## src/rtl/cp0_unit_if.sv

```systemverilog
// M-stage to CP0 connection bundle: mfc0/mtc0 access, exception inputs,
// external interrupt lines, and the flush request and read-back outputs.
interface cp0_unit_if;
  logic [4:0]  A1;
  logic [4:0]  A2;
  logic [31:0] DIn;
  logic        WE;
  logic        EXLClr;
  logic [31:0] PC;
  logic [4:0]  ExcCode;
  logic        isdb;
  logic [5:0]  HWInt;
  logic        IntReq;
  logic [31:0] DOut;
  logic [31:0] EPC_out;

  // Pipeline side: drives the M-stage request, consumes CP0 results.
  modport master (
    output A1, A2, DIn, WE, EXLClr, PC, ExcCode, isdb, HWInt,
    input  IntReq, DOut, EPC_out
  );

  // CP0 side.
  modport slave (
    input  A1, A2, DIn, WE, EXLClr, PC, ExcCode, isdb, HWInt,
    output IntReq, DOut, EPC_out
  );
endinterface

```

## src/rtl/cp0_unit.sv

```systemverilog
// Coprocessor 0: SR, Cause, EPC and PrID registers, interrupt/exception
// detection and single-cycle exception entry / eret handling.
module cp0_unit (
  input  logic         clk,
  input  logic         reset,
  cp0_unit_if.slave    bus
);

  localparam logic [4:0]  REG_SR    = 5'd12;
  localparam logic [4:0]  REG_CAUSE = 5'd13;
  localparam logic [4:0]  REG_EPC   = 5'd14;
  localparam logic [4:0]  REG_PRID  = 5'd15;
  localparam logic [31:0] PRID_VAL  = 32'h0000_2021;

  // SR fields
  logic [5:0]  im_r;
  logic        exl_r;
  logic        ie_r;
  // Cause fields
  logic        bd_r;
  logic [5:0]  ip_r;
  logic [4:0]  exc_code_r;
  // EPC word address (low two bits always zero)
  logic [29:0] epc_r;

  logic [4:0]  exc_code_eff_s;
  logic        int_pend_s;
  logic        exc_pend_s;
  logic        int_req_s;
  logic [31:0] epc_src_s;
  logic        wr_sr_s;
  logic        wr_epc_s;
  logic [31:0] dout_s;

  // Exception code is masked while reset is high so no request leaks out.
  assign exc_code_eff_s = reset ? 5'd0 : bus.ExcCode;
  assign int_pend_s     = (|(bus.HWInt & im_r)) & ie_r & ~exl_r;
  assign exc_pend_s     = (exc_code_eff_s != 5'd0) & ~exl_r;
  assign int_req_s      = ~reset & (int_pend_s | exc_pend_s);

  // A delay-slot instruction restarts at its branch; subtraction wraps mod 2^32.
  assign epc_src_s = bus.isdb ? (bus.PC - 32'd4) : bus.PC;

  assign wr_sr_s  = bus.WE & (bus.A2 == REG_SR);
  assign wr_epc_s = bus.WE & (bus.A2 == REG_EPC);

  // Register update: reset, then exception entry, then eret / mtc0.
  always_ff @(posedge clk) begin
    if (reset) begin
      im_r       <= 6'd0;
      exl_r      <= 1'b0;
      ie_r       <= 1'b0;
      bd_r       <= 1'b0;
      ip_r       <= 6'd0;
      exc_code_r <= 5'd0;
      epc_r      <= 30'd0;
    end else begin
      ip_r <= bus.HWInt;
      if (int_req_s) begin
        // The M-stage instruction is cancelled, so WE/EXLClr are ignored.
        exl_r      <= 1'b1;
        exc_code_r <= int_pend_s ? 5'd0 : bus.ExcCode;
        bd_r       <= bus.isdb;
        epc_r      <= epc_src_s[31:2];
      end else begin
        if (bus.EXLClr) begin
          exl_r <= 1'b0;
        end
        // Placed after the eret clear so an mtc0 to SR wins for EXL.
        if (wr_sr_s) begin
          im_r  <= bus.DIn[15:10];
          exl_r <= bus.DIn[1];
          ie_r  <= bus.DIn[0];
        end
        if (wr_epc_s) begin
          epc_r <= bus.DIn[31:2];
        end
      end
    end
  end

  // mfc0 read mux over the current register state.
  always_comb begin
    dout_s = 32'd0;
    case (bus.A1)
      REG_SR:    dout_s = {16'd0, im_r, 8'd0, exl_r, ie_r};
      REG_CAUSE: dout_s = {bd_r, 15'd0, ip_r, 3'd0, exc_code_r, 2'd0};
      REG_EPC:   dout_s = {epc_r, 2'b00};
      REG_PRID:  dout_s = PRID_VAL;
      default:   dout_s = 32'd0;
    endcase
  end

  assign bus.IntReq  = int_req_s;
  assign bus.DOut    = dout_s;
  // Bypass so an eret directly behind an mtc0 EPC sees the new value.
  assign bus.EPC_out = wr_epc_s ? {bus.DIn[31:2], 2'b00} : {epc_r, 2'b00};

endmodule

```

## src/flat_wrapper.sv

```systemverilog
// flat-port wrapper written by rule: the top's interface ports become plain ports
module cp0_unit_flat 
  (clk, reset, bus_A1, bus_A2, bus_DIn, bus_WE, bus_EXLClr, bus_PC, bus_ExcCode, bus_isdb, bus_HWInt, bus_IntReq, bus_DOut, bus_EPC_out);
  cp0_unit_if bus_i ();
  input  logic clk;
  input  logic reset;
  input wire logic [$bits(bus_i.A1)-1:0] bus_A1;
  input wire logic [$bits(bus_i.A2)-1:0] bus_A2;
  input wire logic [$bits(bus_i.DIn)-1:0] bus_DIn;
  input wire logic [$bits(bus_i.WE)-1:0] bus_WE;
  input wire logic [$bits(bus_i.EXLClr)-1:0] bus_EXLClr;
  input wire logic [$bits(bus_i.PC)-1:0] bus_PC;
  input wire logic [$bits(bus_i.ExcCode)-1:0] bus_ExcCode;
  input wire logic [$bits(bus_i.isdb)-1:0] bus_isdb;
  input wire logic [$bits(bus_i.HWInt)-1:0] bus_HWInt;
  output wire logic [$bits(bus_i.IntReq)-1:0] bus_IntReq;
  output wire logic [$bits(bus_i.DOut)-1:0] bus_DOut;
  output wire logic [$bits(bus_i.EPC_out)-1:0] bus_EPC_out;
  assign bus_i.A1 = bus_A1;
  assign bus_i.A2 = bus_A2;
  assign bus_i.DIn = bus_DIn;
  assign bus_i.WE = bus_WE;
  assign bus_i.EXLClr = bus_EXLClr;
  assign bus_i.PC = bus_PC;
  assign bus_i.ExcCode = bus_ExcCode;
  assign bus_i.isdb = bus_isdb;
  assign bus_i.HWInt = bus_HWInt;
  assign bus_IntReq = bus_i.IntReq;
  assign bus_DOut = bus_i.DOut;
  assign bus_EPC_out = bus_i.EPC_out;
  cp0_unit u_core (.clk(clk), .reset(reset), .bus(bus_i));
endmodule
```

## config.mk

```make
export PLATFORM = sky130hd
export DESIGN_NAME = cp0_unit_flat
export DESIGN_NICKNAME = d
export VERILOG_FILES = /design/src/rtl/cp0_unit_if.sv /design/src/rtl/cp0_unit.sv /design/src/flat_wrapper.sv
export SDC_FILE = /design/constraint.sdc
export NUM_CORES = 1
export LEC_CHECK = 0
export ABC_CLOCK_PERIOD_IN_PS = 4800
export BUFFER_PORTS_ARGS = -buffer_cell sky130_fd_sc_hd__buf_4
export CORE_AREA = 2 2 83 85
export DETAILED_ROUTE_END_ITERATION = 7
export DIE_AREA = 0 0 85 87
export GPL_ROUTABILITY_DRIVEN = 0
export PLACE_DENSITY = 0.86
export RECOVER_POWER = 25
export SYNTH_ARGS = -nofsm -noshare
export SYNTH_HDL_FRONTEND = slang
export SYNTH_SLANG_ARGS = --single-unit
```

## constraint.sdc

```tcl
create_clock -name clk -period 4.8 [get_ports clk]
set_input_delay 0.24 -clock clk [delete_from_list [all_inputs] [get_ports clk]]
set_output_delay 0.24 -clock clk [all_outputs]
set_load 0.1 [all_outputs]
```

* Word-level counts from Yosys, hierarchy flattened
Index checks and enable logic that the tools add are counted.
Storage, ports and cells: flip-flop bits (word level) 50, input port bits 90, output and inout port bits 65, logic and storage cells 40
Operators by class: add/subtract/negate cells 1, equal/unequal tests 6, mux-type cells 10, bitwise logic cells 11, reduce and logical (&&, ||, !) cells 5
Operators by type and width (count):
- 32-bit case mux with 4 select lines | 1
- 32-bit 2-to-1 mux | 2
- 30-bit 2-to-1 mux | 2
- 32-bit by 3-bit subtractor with 32-bit output (second input constant) | 1
- 5-bit by 4-bit == test with 1-bit output (second input constant) | 6
- 5-bit 2-to-1 mux | 2
- 1-bit bitwise AND | 6
- 6-bit bitwise AND | 1
- 6-bit OR reduction | 1
- 5-bit nonzero test | 1
- 1-bit 2-to-1 mux | 3
- 1-bit NOT | 3
- 3-bit nonzero test | 1
- 2-bit AND reduction | 1
- 2-bit nonzero test | 1
- 1-bit OR | 1

* Logic depth before layout (Yosys ltp)
depth in word-level cells 8, mapped depth 10

* Least setup slack after synthesis
Ideal clock, no wire load.
path kind input port to output port, start point input bus_A1[1], end point output bus_DOut[1], arrival 3360 ps, path slack 1200 ps, stages 2, buffers on the path 1, cell sequence buf_1 > nor4_1
Between the ends: cells in the longest elaborated chain, start to end 2, elaborated cells on any way between the ends 5, those cells by class eq/ne (4); mux (1)
RTL lines:
- start: declaration | line flat_wrapper.sv:7 | input wire logic [$bits(bus_i.A1)-1:0] bus_A1;
- 5-bit by 4-bit == test with 1-bit output | line cp0_unit.sv:85 | case (bus.A1)
- 32-bit case mux with 4 select lines * | line cp0_unit.sv:85
- end: declaration | line flat_wrapper.sv:17 | output wire logic [$bits(bus_i.DOut)-1:0] bus_DOut;
Mark *: on every way between the ends. The rest lies on a longest branch, timed or not.

* Worst setup path after layout
start point input reset, end point output bus_IntReq
Between the ends: cells in the longest elaborated chain, start to end 5, elaborated cells on any way between the ends 6, those cells by class mux (1); bitwise (4); reduce/logical (1)
RTL lines:
- start: declaration | line flat_wrapper.sv:6 | input logic reset;
- 5-bit 2-to-1 mux | line cp0_unit.sv:36 | assign exc_code_eff_s = reset ? 5'd0 : bus.ExcCode;
- 5-bit nonzero test | line cp0_unit.sv:38 | assign exc_pend_s = (exc_code_eff_s != 5'd0) & ~exl_r;
- 1-bit bitwise AND | line cp0_unit.sv:38
- 1-bit OR | line cp0_unit.sv:39 | assign int_req_s = ~reset & (int_pend_s | exc_pend_s);
- 1-bit bitwise AND * | line cp0_unit.sv:39
- end: declaration | line flat_wrapper.sv:16 | output wire logic [$bits(bus_i.IntReq)-1:0] bus_IntReq;
Marked as above.

==> impl_results.md <==
* Crit-path max cell delay at 1080 ps
* Die height at 87 um
* CTS tree: yes
* Worst path slowest cell: clkbuf_1
* Post-synthesis compound-gate area fraction at 12.6%
* Element type at the critical path start: input port
* PD cells at 298 nW/um2
* Area contributors post-synth: dfxtp_1, mux2_2, xnor2_1
* Syn_area_per_cell at 8.53 um2
* Fin util at 66.7%
* Drt initial violations at 144
* Ys async rst share at 0%
* Final Hold Viols at 0
* Hold Path Origin: bus_HWInt[3]
* Grt ovf at 0
* CTS sink count at 50
* Reg2reg start: u_core.im_r[5]$_SDFFE_PP0P_
* HP Class: input port to flop
* Static Leakage at 1.87 nW
* CTS Buffer Depth at 2
* Largest family of logic cells by synthesized area: simple AND/OR/NAND/NOR gates
* Crit path cell chain: clkbuf_1 -> nor2_1 -> o311ai_0 -> and2_0 -> buf_4 -> inv_2 -> buf_4
* Via count at 3,157
* WP data arrival at 2940 ps
* CORE AREA at 6570 um2
* Setup fix buffers added after clock tree synthesis at 0
* Kind of critical path: input port to primary output
* Final setup viols at 0
* Commonest non-fill, non-tap cell in the layout: buf_4
* Worst Hold Slack at 156 ps
* Number of nets with antenna violations after routing at 0
* Final period util at 66.3%
* Tmin final at 3180 ps
* Layout cells sized above 1 at 39.2%
* Register area at 1000 um2
* Mapped Area at 3150 um2
* Register area share after synthesis at 31.8%
* Rel. slew slack at -2.03%
* CTS hold repair buffers at 0
* Yosys top cell area share at 31.8%
* Largest area contributor in the netlist: dfxtp_1
* First-pass GRT wire length at 15.1 mm
* Cells after Synth at 369
* Fin nets at 595
* Main flop type after synthesis: dfxtp_1
* Crit path capture type: primary output
* DR pass1 iterations at 4
* Worst-Margin Slew at 1530 ps
* Worst slack at placement at 2070 ps
* Site Rows at 30
* Mux cell area share after synthesis at 14.9%
* Die width at 85 um
* Initial cell density of the core at 47.9%
* H-tree depth at 2
* # Max-Cap Violations at 1
* Synth cell types at 46
* Outcome: finished with violations
* Clock root buffer: clkbuf_8
* Violated checks: capacitance limit, slew limit
* DR top layer: met4
* Initial antenna violation count at 0
* Setup ws final at 1620 ps
* Clk_lat worst skew at 300 ps
* YS warnings at 0
* RSZ-0062 raised after global routing: false
* Most frequent cells in the layout: buf_4, dfxtp_1, nor2_1, mux2_2, xnor2_1
* Num CTS Buffers at 5
* Total power at 1.31 mW
* Vias in the first global route at 3,176
* Fmax at 314 MHz
* Data required, critical path at 4560 ps
* Number of synthesized register bits at 50
* Slew Viols, Final at 37
* CP Max Fanout at 48
* IO buf count at 150
* M1 wire length at 3.84 mm
* Maximum vdd drop at 0.159 mV
* Total length of routed met2 wires at 4.89 mm
* Pin count of the biggest net entering global routing at 49
* Worst Setup SP: reset
* Post-Synth XOR/XNOR Area at 7.79%
* Routed met3 length at 515 um
* Wire length per cell at 16.1 um
* IO Count at 155
* Area growth from synthesis to layout at 39.2%
* Footprint of the multi-input gates at 2010 um2
* Post-synthesis simple-gate area fraction at 27.9%
* Via density at 5.40
* Final HPWL DP at 7.28 mm
* Synth Area in Adders at 0.398%
* Routed WL at 9.43 mm
* N_diodes at 0
* Tot GR Track Use at 25.2%
* Post-synth EDFFs at 0
* CTS clk-pin slew, worst paths at 100 ps
* DRC at 0
* Resize count post-CTS at 0
* Die area at 7400 um2
* FILL cells at 538
* Critical Path Most Common Cell: buf_4
* Post-Route Setup TNS at 0 ps
* Worst clock skew at 8.30 ps
==> logic make-up after synthesis <==
| logic type | Yosys count |
|---|---|
| xor gates and xnor gates | 28 |
| buffers and inverters | 30 |
| DFF | 50 |
| AOI/OAI and AO/OA | 64 |
| and+or+nand+nor | 152 |
| adders and majority gates | 1 |
| other | 1 |
| muxes | 43 |
==> final timing paths <==
path | to | cells past startpoint | slack (ps)
setup / recovery | bus_IntReq | 7 | 1620
hold / removal | u_core.ip_r[3]$_SDFF_PP0_ | 2 | 160
setup reg to reg | u_core.epc_r[1]$_SDFFE_PP0P_ | 7 | 2370
hold reg to reg | u_core.exc_code_r[3]$_SDFFE_PP0P_ | 2 | 460
==> through the flow <==
| stage | cell area (um2) | std cells |
|---|---|---|
| final | 4380 | 585 |
| after global routing | 4380 | 585 |
| after CTS | 4410 | 585 |
| after detailed placement | 4270 | 577 |
| after global placement | 4270 | 577 |
| after floorplan | 3150 | 370 |
==> area by class of cell <==
cell class,instances,share of cell area [%]
clock buffer,5,1.57
clock inverter,3,1.57
inverter,5,0.428
multi-input combinational,290,45.9
sequential,50,22.8
tap,80,2.28
timing repair buffer,152,25.4
==> Yosys cell counts, types with 6 or more instances <==
library cell / count
mux2_2: 30
clkbuf_1: 13
mux2i_1: 13
nor4_2: 8
nand3_1: 18
nor2_1: 47
a21oi_1: 21
xnor2_1: 23
o21ai_1: 6
nor2b_1: 11
o21ai_0: 10
buf_2: 7
nor3_1: 6
dfxtp_1: 50
nor4_1: 8
a211oi_1: 13
and2_1: 19
nand2_1: 17
==> metal layers <==
| metal | GRT usage (%) | vias to the layer above |
|---|---|---|
| met5 | 0 | - |
| met4 | 8.66 | 0 |
| met3 | 4.45 | 14 |
| met2 | 45.2 | 103 |
| met1 | 30.3 | 1468 |
| li1 | - | 1572 |
==> report_power, final <==
part	internal, mW	leakage [nW]	switching (mW)	total [mW]
Combinational	0.143	1.39	0.342	0.484
Clock	0.209	0.0683	0.148	0.356
Sequential	0.448	0.413	0.0171	0.466
Total	0.800	1.87	0.506	1.31
==> flip-flops by register name, indices dropped and copies added (netlist names) <==
register and cells:
u_core.epc_r 30, u_core.im_r 6, u_core.ip_r 6, u_core.exc_code_r 5, u_core.bd_r 1, u_core.exl_r 1
u_core.ie_r 1
==> worst max-delay path: cells and delay by family <==
| family | cells | cell delay, ps |
|---|---|---|
| simple gates | 2 | 360 |
| compound gates | 1 | 230 |
| buf+inv | 4 | 2070 |
Note: power is estimated with default switching activity, not from simulation.
